--- src/rtl/snake_dir_if.sv ---
// Bundles the snake direction controller's inputs and outputs: raw buttons and game pulses in,
// the steering direction, press pulse and debounced levels out.
interface snake_dir_if;
    logic       btn_u;
    logic       btn_l;
    logic       btn_d;
    logic       btn_r;
    logic       move_tick;
    logic       game_restart;
    logic [1:0] dir;
    logic       press_pulse;
    logic [3:0] btn_state;

    modport master (
        output btn_u, btn_l, btn_d, btn_r, move_tick, game_restart,
        input  dir, press_pulse, btn_state
    );

    modport slave (
        input  btn_u, btn_l, btn_d, btn_r, move_tick, game_restart,
        output dir, press_pulse, btn_state
    );
endinterface

--- src/rtl/snake_dir_ctrl.sv ---
// Button conditioning and steering for the snake core: synchronise, debounce, edge-detect,
// then validate turns against the current heading through a 2-entry turn queue.
module snake_dir_ctrl #(
    parameter int DEBOUNCE_CYCLES = 1000000,
    parameter int CNT_W           = 20
) (
    input logic       clk,
    input logic       rst,
    snake_dir_if.slave bus
);
    localparam logic [CNT_W-1:0] CNT_LAST  = CNT_W'(DEBOUNCE_CYCLES - 1);
    localparam logic [1:0]       DIR_LEFT  = 2'b00;
    localparam logic [1:0]       DIR_RIGHT = 2'b01;
    localparam logic [1:0]       DIR_UP    = 2'b10;
    localparam logic [1:0]       DIR_DOWN  = 2'b11;

    logic [3:0]       raw;
    logic [3:0]       sync1;
    logic [3:0]       sync2;
    logic [3:0]       stable;
    logic [3:0]       stable_d;
    logic [3:0]       rise;
    logic [CNT_W-1:0] cnt [4];
    logic             press_q;

    logic [1:0]       dir_q;
    logic [1:0]       q0;
    logic [1:0]       q1;
    logic [1:0]       count;

    logic             cand_valid;
    logic [1:0]       cand;
    logic [1:0]       ref_dir;
    logic             reject;
    logic             pop;
    logic             push;
    logic [1:0]       n_q0;
    logic [1:0]       n_q1;
    logic [1:0]       n_count;

    // Bit order {u,l,d,r} matches btn_state.
    assign raw = {bus.btn_u, bus.btn_l, bus.btn_d, bus.btn_r};

    always_ff @(posedge clk or posedge rst) begin
        if (rst) begin
            sync1 <= '0;
            sync2 <= '0;
        end else begin
            sync1 <= raw;
            sync2 <= sync1;
        end
    end

    // Any cycle agreeing with the stable level restarts the count, so bounces never accumulate.
    always_ff @(posedge clk or posedge rst) begin
        if (rst) begin
            stable <= '0;
            for (int i = 0; i < 4; i++) cnt[i] <= '0;
        end else begin
            for (int i = 0; i < 4; i++) begin
                if (sync2[i] == stable[i]) begin
                    cnt[i] <= '0;
                end else if (cnt[i] == CNT_LAST) begin
                    stable[i] <= sync2[i];
                    cnt[i]    <= '0;
                end else begin
                    cnt[i] <= cnt[i] + CNT_W'(1);
                end
            end
        end
    end

    assign rise = stable & ~stable_d;

    always_ff @(posedge clk or posedge rst) begin
        if (rst) begin
            stable_d <= '0;
            press_q  <= 1'b0;
        end else begin
            stable_d <= stable;
            press_q  <= |rise;
        end
    end

    // Simultaneous rises collapse to one candidate, priority U > D > L > R.
    always_comb begin
        cand_valid = |rise;
        cand       = DIR_RIGHT;
        if (rise[3])      cand = DIR_UP;
        else if (rise[1]) cand = DIR_DOWN;
        else if (rise[2]) cand = DIR_LEFT;
        else              cand = DIR_RIGHT;
    end

    // The reference is taken before any same-cycle pop; the fullness check uses the post-pop count.
    always_comb begin
        if (count == 2'd2)      ref_dir = q1;
        else if (count == 2'd1) ref_dir = q0;
        else                    ref_dir = dir_q;

        reject  = (cand == ref_dir) || (cand == {ref_dir[1], ~ref_dir[0]});
        pop     = bus.move_tick && (count != 2'd0);

        n_q0    = q0;
        n_q1    = q1;
        n_count = count;
        if (pop) begin
            n_q0    = q1;
            n_count = count - 2'd1;
        end

        push = cand_valid && !reject && (n_count != 2'd2);
        if (push) begin
            if (n_count == 2'd0) n_q0 = cand;
            else                 n_q1 = cand;
            n_count = n_count + 2'd1;
        end
    end

    always_ff @(posedge clk or posedge rst) begin
        if (rst) begin
            dir_q <= DIR_RIGHT;
            q0    <= DIR_RIGHT;
            q1    <= DIR_RIGHT;
            count <= 2'd0;
        end else if (bus.game_restart) begin
            dir_q <= DIR_RIGHT;
            count <= 2'd0;
        end else begin
            if (pop) dir_q <= q0;
            q0    <= n_q0;
            q1    <= n_q1;
            count <= n_count;
        end
    end

    assign bus.dir         = dir_q;
    assign bus.press_pulse = press_q;
    assign bus.btn_state   = stable;
endmodule

--- src/flat_wrapper.sv ---
// flat-port wrapper written by rule: the top's interface ports become plain ports
module snake_dir_ctrl_flat 
#(
    parameter int DEBOUNCE_CYCLES = 1000000,
    parameter int CNT_W           = 20
)
  (clk, rst, bus_btn_u, bus_btn_l, bus_btn_d, bus_btn_r, bus_move_tick, bus_game_restart, bus_dir, bus_press_pulse, bus_btn_state);
  snake_dir_if bus_i ();
  input logic clk;
  input logic rst;
  input wire logic [$bits(bus_i.btn_u)-1:0] bus_btn_u;
  input wire logic [$bits(bus_i.btn_l)-1:0] bus_btn_l;
  input wire logic [$bits(bus_i.btn_d)-1:0] bus_btn_d;
  input wire logic [$bits(bus_i.btn_r)-1:0] bus_btn_r;
  input wire logic [$bits(bus_i.move_tick)-1:0] bus_move_tick;
  input wire logic [$bits(bus_i.game_restart)-1:0] bus_game_restart;
  output wire logic [$bits(bus_i.dir)-1:0] bus_dir;
  output wire logic [$bits(bus_i.press_pulse)-1:0] bus_press_pulse;
  output wire logic [$bits(bus_i.btn_state)-1:0] bus_btn_state;
  assign bus_i.btn_u = bus_btn_u;
  assign bus_i.btn_l = bus_btn_l;
  assign bus_i.btn_d = bus_btn_d;
  assign bus_i.btn_r = bus_btn_r;
  assign bus_i.move_tick = bus_move_tick;
  assign bus_i.game_restart = bus_game_restart;
  assign bus_dir = bus_i.dir;
  assign bus_press_pulse = bus_i.press_pulse;
  assign bus_btn_state = bus_i.btn_state;
  snake_dir_ctrl #(.DEBOUNCE_CYCLES(DEBOUNCE_CYCLES), .CNT_W(CNT_W)) u_core (.clk(clk), .rst(rst), .bus(bus_i));
endmodule
--- config.mk ---
export PLATFORM = sky130hd
export DESIGN_NAME = snake_dir_ctrl_flat
export DESIGN_NICKNAME = d
export VERILOG_FILES = /design/src/rtl/snake_dir_if.sv /design/src/rtl/snake_dir_ctrl.sv /design/src/flat_wrapper.sv
export SDC_FILE = /design/constraint.sdc
export NUM_CORES = 1
export LEC_CHECK = 0
export ABC_AREA = 1
export CORE_AREA = 10 10 131 109
export CTS_BUF_LIST = sky130_fd_sc_hd__clkbuf_4 sky130_fd_sc_hd__clkbuf_8
export CTS_CLUSTER_DIAMETER = 120
export DETAILED_ROUTE_END_ITERATION = 12
export DIE_AREA = 0 0 141 119
export GPL_ROUTABILITY_DRIVEN = 0
export GPL_TIMING_DRIVEN = 1
export MAX_ROUTING_LAYER = met4
export PLACE_DENSITY = 0.73
export SKIP_CTS_REPAIR_TIMING = 1
export SYNTH_ARGS = -nofsm -noshare
export SYNTH_HDL_FRONTEND = slang
export SYNTH_SLANG_ARGS = --single-unit
--- constraint.sdc ---
create_clock -name clk -period 5.1 [get_ports clk]
set_clock_uncertainty 0.05 [all_clocks]
set_input_delay 1.53 -clock clk [delete_from_list [all_inputs] [get_ports clk]]
set_output_delay 1.53 -clock clk [all_outputs]
set_load 0.05 [all_outputs]
==> flow_results.org <==
** Yosys
- Summing the sequential cell areas from Yosys gives 45.9% of the chip area.
- Post-synth top area share :: 44.5%
- After synthesis, the largest family of logic cells by area is simple AND/OR/NAND/NOR gates.
- Complex-gate fraction of the synthesized area :: 3.19%
- The synthesized design spends more area on one cell type than any other, namely dfrtp_1.
- Top cells by area in the synthesized netlist :: dfrtp_1 (45%), nor2_1 (9.2%), nand2_1 (9.2%)
- The synthesized netlist devotes 1.96% of its cell area to adder and majority cells.
- Flop and latch count out of synthesis :: 105
- Synthesized-area fraction occupied by and/or/nand/nor cells :: 36.3%
- Counting every instance in the synthesized netlist gives 727.
- Synth Net Count :: 744
- Post-synthesis mux area share :: 0%
- The number of different library cells used by synthesis comes to 33.
- Summing the areas of all xor and xnor instances in the mapped netlist gives 5.35% of the synthesized area.
- In this run the cell area of the synthesized design comes to 5730 µm².
- Avg Cell Area, Syn :: 7.88 µm²
- Yosys warns :: 0

** CTS
- Max Buffers Root-to-Sink :: 2
- CTS Sinks :: 105
- The tree is rooted in a clkbuf_8.
- At the later pin of the worst-skew pair, clock insertion delay measures 0.38 ns.
- Number of buffers inserted during clock tree synthesis :: 9
- Register clock-pin slew on the reported worst setup and hold paths :: 0.10 ns
- CTS tree :: yes
- CTS H-Tree Depth :: 3

** Layout
- Layout overhead on the synthesized area :: 8.75%
- Sequential cell area :: 2630 µm²
- Combined area of the multi-input logic cells :: 2680 µm²
- Non-filler instance count after layout :: 907
- The filler cells instantiated in the layout total 1113.
- The final layout contains 767 nets.
- Of the cells placed in the final design, the portion with a size suffix greater than 1 is 9.93%.
- N_diodes :: 0

** Critical path
- The critical path is of the flop to output pin type.
- Maximum fanout count along the critical path :: 2
- The worst setup path is captured at an output pin.
- Number of buffers and inverters on the critical path :: 1
- Crit-path slowest cell :: clkdlybuf4s50_1
- Data required time at the worst endpoint :: 3.52 ns
- CP Data Arrival Time :: 1.71 ns
- In this design, the stage delay of the slowest critical-path cell is 0.79 ns.
- Broken down by cell family, the worst path's largest delay share belongs to buffers and inverters.
- Startpoint class of the critical path :: flop
- The signal on the critical path passes through clkdlybuf4s50_1.

** Timing
- Setup violations remaining at the end of the flow were counted as 0.
- Final hold violation count :: 0
- Tightest Pin Transition :: 0.772 ns
- Final number of max-transition violations :: 0
- Final period demand of the worst path :: 3.29 ns
- Setup WS post-layout :: 1.81 ns
- Total negative slack :: 0 ns
- Max Clock Freq :: 304 MHz
- Worst hold slack across all endpoints :: 0.321 ns
- Setup repair after global routing left no endpoint under its margin.
- Of the available clock period, the critical path in the final layout requires 64.5%.
- Slew HR :: 48.5%

** GRT
- GRT Total Usage :: 14.9%
- Initial antenna violation count :: 0
- Pin count of the biggest net entering global routing :: 64
- The via count of the first global-routing pass was 4505.
- Global routing finished with a remaining overflow of 0.
- Global-route wire length before repair :: 20700 µm

** Die
- The region available for standard cell placement spans 11800 µm².
- After floorplanning, the core was divided into 36 placement rows.
- For this design the top-level I/O count stands at 15.
- Once the floorplan was initialized, standard cells occupied 48.6% of the core.
- In this run the vertical extent of the chip is 119 µm.
- Die Footprint :: 16800 µm²
- Width of the die :: 141 µm

** Route
- The detail route stage leaves a number of antenna-violating nets equal to 0.
- Dividing the detail-routed wire length by the instance count gives 13.1 µm.
- Detailed-router iteration count before antenna repair :: 5
- Via density :: 5.21
- Remaining design rule violation count :: 0
- DR iter-0 viols :: 374
- Final wirelength :: 11900 µm
- The final route contains 4730 vias.

** Pwr
- VDD sags by at most 0.121 mV.
- Leakage power figure :: 0.00270 µW
- Power density of the placed cells :: 224 nW/µm²
- Total power of the final layout :: 1400 µW

** Placement
- At the placement stage, the worst setup path has a slack of 1.75 ns.
- Port buffering added 14 buffers.
- Placed insts :: 891
- HPWL reported at the end of detailed placement :: 8890 µm

** Flow run
- Across the run, the number of max-cap violations was 0.

** Run status
- The run finished with clean final reports.

** Min path
- The worst hold path belongs to the class flop to flop.
-- layout by cell type (no fill, tap or decap), drive strengths merged --
cell type and instances:
nor2 149, nand2 147, inv 106, dfrtp 102, nand3 57, nor3 42, nand4 27, xor2 26
a21oi 17, clkdlybuf4s50 14, o21ai 14, clkbuf 11, xnor2 9, ha 9, nor3b 6, nand3b 4
dfstp 3, o21bai 2, a31oi 2, clkinvlp 2, buf 2, or2 2, and3 1, clkinv 1
-- state kept, by name (all words and copies together) (netlist names) --
register and flops:
u_core.bus.btn_state 4, u_core.stable_d 4, u_core.cnt 80, u_core.count 2, u_core.bus.dir 2, u_core.sync1 4, u_core.q1 2, u_core.sync2 4
u_core.bus.press_pulse 1, u_core.q0 2
-- power by group --
| part | internal, µW | switching, µW | total (µW) | leakage (µW) |
|---|---|---|---|---|
| Clock | 199 | 291 | 491 | 0.0000898 |
| Sequential | 843 | 8.35 | 851 | 0.00143 |
| Combinational | 16.9 | 40.3 | 57.2 | 0.00118 |
| Total | 1060 | 340 | 1400 | 0.00270 |
-- cell usage after synthesis --
| cell type | n |
|---|---|
| ha_1 | 9 |
| nand3b_1 | 4 |
| a21oi_1 | 17 |
| nand4_1 | 27 |
| buf_2 | 2 |
| xnor2_1 | 9 |
| or2_0 | 1 |
| dfrtp_1 | 102 |
| nor2_1 | 141 |
| nand3_2 | 13 |
| inv_2 | 9 |
| nor3_4 | 2 |
| nor2_4 | 3 |
| dfstp_2 | 3 |
| buf_6 | 1 |
| nor3b_1 | 2 |
| o21ai_0 | 10 |
| or2_2 | 1 |
| nand2_2 | 6 |
| o21bai_1 | 2 |
| nor2_2 | 5 |
| and3_1 | 1 |
| nor3b_2 | 4 |
| nor3_2 | 9 |
| nand2_4 | 1 |
| buf_4 | 1 |
| nand2_1 | 140 |
| nand3_1 | 44 |
| o21ai_1 | 4 |
| xor2_1 | 26 |
| a31oi_1 | 2 |
| inv_1 | 95 |
| nor3_1 | 31 |
-- per-stage QoR --
step / area [µm²] / util, %
after floorplan: 5730 / -
after global placement: 6050 / 51.3
after detailed placement: 6050 / 51.3
after CTS: 6230 / 52.8
after global routing: 6230 / 52.8
final: 6230 / 52.8
-- path summary, 6_finish.rpt --
check / start / endpoint / slack (ns) / depth (start not counted)
setup / recovery: u_core.bus.dir[0] / bus_dir[0] / 1.81 / 1
hold / removal: u_core.sync1[0] / u_core.sync2[0] / 0.32 / 0
setup reg to reg: u_core.count[0] / u_core.q0[1] / 3.03 / 13
hold reg to reg: u_core.sync1[0] / u_core.sync2[0] / 0.32 / 0
max in group asynchronous: rst / u_core.cnt[44] / 2.61 / 3
min in group asynchronous: rst / u_core.cnt[57] / 1.60 / 2
-- layout make-up --
cell class	count	share of cell area, %
Timing Repair Buffer	16	2.49
Inverter	104	6.30
Clock buffer	11	2.33
Multi-Input combinational cell	514	43.0
Clock inverter	5	0.602
Sequential cell	105	42.2
Tap cell	152	3.05
-- kinds of logic (layout without fill, tap and decap cells) --
kind of cell               Yosys count  in the layout
AOI/OAI and AO/OA                   35             35
buffers and inverters              108            136
adders and majority gates            9              9
DFF                                105            105
xor gates and xnor gates            35             35
and+or+nand+nor                    435            435
-- routing by layer --
metal	share of wire, %	track usage, %	vias to the layer above
li1	-	-	2359
met1	47	19.0	2247
met2	46	22.9	107
met3	4.7	3.14	17
met4	1.9	5.35	0
met5	0	-	-
Power figures use the tool's default switching activity.
